File: src/rtl/hbc_arb_pkg.sv
// Shared definitions for the HyperBus controller port arbiter.
//   arb_state_t : arbiter FSM states
//   GNT_CPU/DMA : requester ids used for grant, owner and round-robin state
//   ADDR_MASK   : hbc only decodes a 24-bit byte address; upper bits are dropped
package hbc_arb_pkg;

  typedef enum logic [1:0] {
    IDLE = 2'd0,
    BUSY = 2'd1,
    RESP = 2'd2
  } arb_state_t;

  localparam logic GNT_CPU = 1'b0;
  localparam logic GNT_DMA = 1'b1;

  localparam logic [23:0] ADDR_MASK = 24'hFF_FFFF;

endpackage

File: src/rtl/hbc_arbiter.sv
// Two-port arbiter sharing the single hbc memory/config port between the CPU
// iomem bus (requester 0) and a read-only display/DMA fetch engine (requester 1).
//
// Ports:
//   clk, resetn             clock and synchronous active-low reset
//   r0_valid/cfg/wstrb/addr/wdata -> r0_ready/r0_rdata   CPU request/response
//   r1_valid/addr           -> r1_ready/r1_rdata         DMA read request/response
//   m_cfg_access/valid/wstrb/addr/wdata <- m_ready/m_rdata   hbc port
//   timeout_err             sticky watchdog abort flag
//   dbg_state               current FSM state (arb_state_t encoding)
//
// Handshake: a requester raises rN_valid with stable request fields and holds
// it until a one-cycle rN_ready pulse; rN_rdata is valid while rN_ready is
// high and holds its value afterwards. Towards hbc, m_valid and the latched
// fields stay constant until hbc returns a single-cycle m_ready (or the
// watchdog aborts). m_ready outside BUSY is ignored.
module hbc_arbiter
  import hbc_arb_pkg::*;
#(
  parameter int unsigned TIMEOUT  = 1024,
  parameter logic [31:0] ERR_DATA = 32'hFFFF_FFFF
) (
  input  logic        clk,
  input  logic        resetn,
  input  logic        r0_valid,
  input  logic        r0_cfg,
  input  logic [3:0]  r0_wstrb,
  input  logic [31:0] r0_addr,
  input  logic [31:0] r0_wdata,
  output logic        r0_ready,
  output logic [31:0] r0_rdata,
  input  logic        r1_valid,
  input  logic [31:0] r1_addr,
  output logic        r1_ready,
  output logic [31:0] r1_rdata,
  output logic        m_cfg_access,
  output logic        m_valid,
  output logic [3:0]  m_wstrb,
  output logic [31:0] m_addr,
  output logic [31:0] m_wdata,
  input  logic        m_ready,
  input  logic [31:0] m_rdata,
  output logic        timeout_err,
  output logic [1:0]  dbg_state
);

  // Counter only has to reach TIMEOUT-1.
  localparam int unsigned CW       = (TIMEOUT > 2) ? $clog2(TIMEOUT) : 1;
  localparam logic        WD_EN    = (TIMEOUT != 0);
  localparam logic [CW-1:0] WD_LAST = CW'((TIMEOUT == 0) ? 0 : TIMEOUT - 1);
  localparam logic [31:0] ADDR_KEEP = {8'h00, ADDR_MASK};

  arb_state_t    state, state_nxt;
  logic          last_grant;
  logic          owner;
  logic [CW-1:0] wd_cnt;

  logic          grant;
  logic          pick;
  logic          finish;
  logic          abort;
  logic [31:0]   rsp_data;

  assign dbg_state = state;
  assign rsp_data  = finish ? m_rdata : ERR_DATA;

  always_ff @(posedge clk) begin
    if (!resetn) begin
      state <= IDLE;
    end else begin
      state <= state_nxt;
    end
  end

  always_comb begin
    state_nxt = state;
    grant     = 1'b0;
    pick      = GNT_CPU;
    finish    = 1'b0;
    abort     = 1'b0;
    case (state)
      IDLE: begin
        // On contention the requester that did not win last time goes next.
        if (r0_valid && r1_valid) begin
          grant = 1'b1;
          pick  = ~last_grant;
        end else if (r0_valid) begin
          grant = 1'b1;
          pick  = GNT_CPU;
        end else if (r1_valid) begin
          grant = 1'b1;
          pick  = GNT_DMA;
        end
        if (grant) begin
          state_nxt = BUSY;
        end
      end
      BUSY: begin
        // A reply arriving on the threshold cycle beats the watchdog.
        if (m_ready) begin
          finish    = 1'b1;
          state_nxt = RESP;
        end else if (WD_EN && (wd_cnt == WD_LAST)) begin
          abort     = 1'b1;
          state_nxt = RESP;
        end
      end
      RESP: begin
        // Dead cycle so the owner can drop valid before the next pick.
        state_nxt = IDLE;
      end
      default: begin
        state_nxt = IDLE;
      end
    endcase
  end

  always_ff @(posedge clk) begin
    if (!resetn) begin
      last_grant   <= GNT_DMA;
      owner        <= GNT_CPU;
      wd_cnt       <= '0;
      m_valid      <= 1'b0;
      m_cfg_access <= 1'b0;
      m_wstrb      <= '0;
      m_addr       <= '0;
      m_wdata      <= '0;
      r0_ready     <= 1'b0;
      r0_rdata     <= '0;
      r1_ready     <= 1'b0;
      r1_rdata     <= '0;
      timeout_err  <= 1'b0;
    end else begin
      r0_ready <= 1'b0;
      r1_ready <= 1'b0;

      if (grant) begin
        m_valid    <= 1'b1;
        owner      <= pick;
        last_grant <= pick;
        wd_cnt     <= '0;
        if (pick == GNT_CPU) begin
          m_cfg_access <= r0_cfg;
          m_wstrb      <= r0_wstrb;
          m_addr       <= r0_addr & ADDR_KEEP;
          m_wdata      <= r0_wdata;
        end else begin
          // DMA is a pure memory reader.
          m_cfg_access <= 1'b0;
          m_wstrb      <= '0;
          m_addr       <= r1_addr & ADDR_KEEP;
          m_wdata      <= '0;
        end
      end

      if (finish || abort) begin
        m_valid <= 1'b0;
        if (owner == GNT_CPU) begin
          r0_ready <= 1'b1;
          r0_rdata <= rsp_data;
        end else begin
          r1_ready <= 1'b1;
          r1_rdata <= rsp_data;
        end
        if (abort) begin
          timeout_err <= 1'b1;
        end
      end else if ((state == BUSY) && WD_EN) begin
        wd_cnt <= wd_cnt + CW'(1);
      end
    end
  end

endmodule

File: config.mk
export PLATFORM = sky130hd
export DESIGN_NAME = hbc_arbiter
export DESIGN_NICKNAME = d
export VERILOG_FILES = /design/src/rtl/hbc_arb_pkg.sv /design/src/rtl/hbc_arbiter.sv
export SDC_FILE = /design/constraint.sdc
export NUM_CORES = 1
export LEC_CHECK = 0
export ABC_AREA = 0
export BUFFER_PORTS_ARGS = -buffer_cell sky130_fd_sc_hd__buf_2
export CORE_MARGIN = 1
export CORE_UTILIZATION = 33
export CTS_CLUSTER_DIAMETER = 40
export DETAILED_ROUTE_END_ITERATION = 12
export RECOVER_POWER = 25
export SYNTH_ARGS = -nofsm -noshare
export SYNTH_HDL_FRONTEND = slang
export SYNTH_SLANG_ARGS = --single-unit
File: constraint.sdc
create_clock -name clk -period 4.3 [get_ports clk]
set_input_delay 0.215 -clock clk [delete_from_list [all_inputs] [get_ports clk]]
set_output_delay 0.215 -clock clk [all_outputs]
set_load 0.005 [all_outputs]
==> impl_metrics.xml <==
<?xml version="1.0" encoding="UTF-8"?>
<metrics>
  <group name="status">
    <metric name="status" unit="">finished clean</metric>
  </group>
  <group name="yosys">
    <metric name="yosysUniqueCellTypes" unit="">47</metric>
    <metric name="synth-main-ff-cell" unit="">sky130_fd_sc_hd__dfxtp_1</metric>
    <metric name="seq_area_frac_synth" unit="%">54.2</metric>
    <metric name="netlist.top_cell.by_area" unit="">sky130_fd_sc_hd__dfxtp_1</metric>
    <metric name="async_flop_share" unit="%">0</metric>
    <metric name="netlist_area" unit="um2">5290</metric>
    <metric name="synthTopCellsByArea" unit="">sky130_fd_sc_hd__dfxtp_1 54%, sky130_fd_sc_hd__o221a_2 13%, sky130_fd_sc_hd__a22oi_1 3.8%, sky130_fd_sc_hd__nand2_1 3.6%, sky130_fd_sc_hd__a21boi_0 2.6%</metric>
    <metric name="synthCells" unit="">509</metric>
    <metric name="number_of_synthesized_register_bits" unit="">143</metric>
    <metric name="syn_area_cell" unit="um2">10.4</metric>
    <metric name="ys.warnings.count" unit="">0</metric>
    <metric name="yosys.cell_count.top_type" unit="">sky130_fd_sc_hd__dfxtp_1</metric>
    <metric name="synthTopCellsByCount" unit="">143 x sky130_fd_sc_hd__dfxtp_1, 63 x sky130_fd_sc_hd__o221a_2, 51 x sky130_fd_sc_hd__nand2_1, 33 x sky130_fd_sc_hd__clkbuf_1, 32 x sky130_fd_sc_hd__nor2_1</metric>
    <metric name="yosys.area.top_type_share" unit="%">54.2</metric>
    <metric name="synth-edff-count" unit="">0</metric>
  </group>
  <group name="die">
    <metric name="fp-row-count" unit="">45</metric>
    <metric name="die_h" unit="um">129</metric>
    <metric name="die_w" unit="um">129</metric>
    <metric name="initial_utilization" unit="%">34.3</metric>
    <metric name="floorplan.die_area" unit="um2">16500</metric>
    <metric name="io_pins" unit="">277</metric>
    <metric name="core" unit="um2">15400</metric>
  </group>
  <group name="place">
    <metric name="post-place-cells" unit="">932</metric>
    <metric name="place.gp.congestion" unit="">0.773</metric>
    <metric name="dpl.hpwl" unit="mm">9.79</metric>
    <metric name="buffers_on_ports" unit="">252</metric>
    <metric name="dpl_worst_slack" unit="ns">2.00</metric>
  </group>
  <group name="clock_network">
    <metric name="clock_tree.root_cell" unit="">sky130_fd_sc_hd__clkbuf_16</metric>
    <metric name="cts_tree" unit="">built</metric>
    <metric name="cts.hold.buffers_added" unit="">0</metric>
    <metric name="cts_resized" unit="">0</metric>
    <metric name="clkSlewWorstSetupHoldPaths" unit="ns">0.06</metric>
    <metric name="worst_skew_pair_latency" unit="ns">0.41</metric>
    <metric name="cts_htree_levels" unit="">4</metric>
    <metric name="clock_tree.buffer_depth" unit="">2</metric>
    <metric name="cts_setup_buffers" unit="">0</metric>
    <metric name="tritoncts.num_buffers" unit="">17</metric>
    <metric name="cts_num_sinks" unit="">143</metric>
  </group>
  <group name="pwr">
    <metric name="clkPwrFrac" unit="%">44.7</metric>
    <metric name="pwr-share-seq" unit="%">43.5</metric>
    <metric name="power.net_switching" unit="uW">804</metric>
    <metric name="total_power" unit="mW">3.35</metric>
    <metric name="combinationalPowerShare" unit="%">11.8</metric>
    <metric name="power_per_cell_area" unit="nW/um2">463</metric>
    <metric name="static-leakage-power" unit="nW">3.21</metric>
    <metric name="sw_share" unit="%">24.0</metric>
    <metric name="power.ir.vdd_worst" unit="V">0.000263</metric>
    <metric name="cell_internal_power" unit="mW">2.54</metric>
  </group>
  <group name="cells_and_area">
    <metric name="share_of_post_route_cells_with_drive_strength_above_1" unit="%">43.8</metric>
    <metric name="design.final.nets" unit="">879</metric>
    <metric name="final-instance-count-excl-fill" unit="">964</metric>
    <metric name="layout_stage_area_growth_over_the_synthesis_result" unit="%">36.8</metric>
    <metric name="antenna_cells_inserted" unit="">0</metric>
    <metric name="post-route-util" unit="%">46.9</metric>
  </group>
  <group name="worst_setup_path">
    <metric name="startpoint_type" unit="">register</metric>
    <metric name="critPathMaxFanout" unit="">26</metric>
    <metric name="worstSetupEndpointType" unit="">register</metric>
    <metric name="critical_path.cell_chain" unit="">or2_2, nor2_2, o221ai_1, a21boi_0</metric>
    <metric name="biggest_cell_delay_along_the_critical_path" unit="ns">0.82</metric>
    <metric name="crit_arrival" unit="ns">2.50</metric>
    <metric name="timing.critical_path.required" unit="ns">4.63</metric>
    <metric name="critical_path.slowest_cell" unit="">sky130_fd_sc_hd__nor2_2</metric>
    <metric name="crit_type" unit="">reg -&gt; reg</metric>
  </group>
  <group name="timing">
    <metric name="count_of_pins_over_their_slew_limit" unit="">0</metric>
    <metric name="crit_path_time_final" unit="ns">2.17</metric>
    <metric name="maximum_clock_frequency" unit="MHz">461</metric>
    <metric name="max_slew.worst_pin.slew" unit="ns">1.06</metric>
    <metric name="final.period_utilization" unit="%">50.4</metric>
    <metric name="postLayoutSetupSlackWorst" unit="ns">2.13</metric>
    <metric name="rsz0062_at_grt" unit="">no</metric>
    <metric name="clock-skew-final" unit="ns">0.00786</metric>
    <metric name="timing.setup.tns" unit="ns">0</metric>
    <metric name="hold_violations" unit="">0</metric>
    <metric name="slew_headroom" unit="%">29.3</metric>
    <metric name="final_setup_violations" unit="">0</metric>
  </group>
  <group name="global_route">
    <metric name="antenna_violations_before_repair" unit="">0</metric>
    <metric name="grt.total_usage" unit="%">18.0</metric>
    <metric name="grt_pass1_vias" unit="">4697</metric>
    <metric name="grt_start_max_net_pins" unit="">113</metric>
    <metric name="first_pass_grt_wire_length" unit="mm">23.2</metric>
    <metric name="gr-total-overflow" unit="">0</metric>
  </group>
  <group name="hold_path">
    <metric name="holdCritPathClass" unit="">in -&gt; reg</metric>
  </group>
  <group name="route">
    <metric name="wl_per_cell" unit="um">15.4</metric>
    <metric name="detail_route.first_pass.iterations" unit="">5</metric>
    <metric name="vias" unit="">4913</metric>
    <metric name="vias_per_cell" unit="">5.10</metric>
    <metric name="ant_nets" unit="">0</metric>
    <metric name="dr.first_iter.drc_count" unit="">208</metric>
    <metric name="detail_route.drc_violations" unit="">0</metric>
    <metric name="total_length_of_routed_wires" unit="mm">14.8</metric>
  </group>
  <group name="flow_run">
    <metric name="timing.max_cap.violations" unit="">0</metric>
  </group>
</metrics>
-- critical path: cells and delay by family (launching register included) --
kind	cells	cell delay, ns
AO/OA/AOI/OAI	2	0.55
AND/OR/NAND/NOR	2	1.19
flip-flops	1	0.35
-- cells by family after synthesis --
group                      after synthesis  synth area share (%)
buffers and inverters                   56                  4.95
adders and majority gates                1                 0.237
DFF                                    143                  54.2
AOI/OAI and AO/OA                      176                  28.6
other                                    1                0.0710
and+or+nand+nor                        131                  11.8
muxes                                    1                 0.189
-- layer usage --
layer	up-vias	routed length [um]	part of all wire [%]	global-route usage (%)
met5	-	0	0	0
met1	2287	6260	42	20.7
met3	22	1300	8.8	6.20
met2	220	7000	47	29.9
li1	2384	-	-	-
met4	0	280	1.9	8.51
-- final timing paths --
path	startpoint	end	slack, ns	cells after the start
worst max-delay path	dbg_state[1]	m_addr[22]	2.13	4
worst min register to register	m_wdata[6]	m_wdata[6]	0.45	2
worst max register to register	dbg_state[1]	m_addr[22]	2.13	4
worst min-delay path	r0_wdata[23]	m_wdata[23]	0.04	3
-- through the flow --
stage | area [um2] | hold WS [ns]
5_1_grt | 7230 | 0.0320
6_report | 7230 | 0.0376
2_1_floorplan | 5310 | 0.363
4_1_cts | 7270 | 0.0142
3_5_place_dp | 6660 | 0.442
3_3_place_gp | 6660 | 0.437
-- sequential cells by signal, summed over array words and instances, names as in the netlist --
register and count:
owner 1, m_wstrb 4, r1_rdata 32, m_cfg_access 1, timeout_err 1, m_valid 1, m_wdata 32, wd_cnt 10
m_addr 24, r0_rdata 32, r1_ready 1, last_grant 1, dbg_state 2, r0_ready 1
-- cells in the final DEF, fill, tap and decap left out, drive strengths merged, types with 2 or more instances in the layout --
cell type	n
o2111ai	3
a21oi	12
and4	2
bufinv	3
nor3b	3
dfxtp	143
clkbuf	54
buf	226
nand2	51
nand4	4
o31ai	2
o221a	64
conb	8
inv	2
a21boi	18
nand3	15
clkinv	5
nor3	3
a22oi	27
and3	3
nand2b	2
a31oi	12
nor2	34
clkinvlp	3
and2	3
o21ai	14
nor2b	4
o21a	3
o221ai	15
-- power by group through the flow --
stage | Combinational (mW) | Sequential, mW | Clock (mW)
2_1_floorplan | 0.209 | 1.49 | 0
3_3_place_gp | 0.392 | 1.48 | 0
3_5_place_dp | 0.404 | 1.48 | 0
4_1_cts | 0.405 | 1.45 | 1.53
5_1_grt | 0.440 | 1.46 | 1.60
6_report | 0.396 | 1.45 | 1.50
-- final cells by class --
| type | count | area, um2 |
|---|---|---|
| fill | 1527 | 8200 |
| sequential | 143 | 2860 |
| multi-input combinational | 317 | 2210 |
| timing repair buffer | 259 | 1270 |
| clock buffer | 21 | 470 |
| tap | 211 | 264 |
| clock inverter | 11 | 138 |
| inverter | 2 | 7.51 |
No activity file was read; power rests on OpenSTA's default activity.
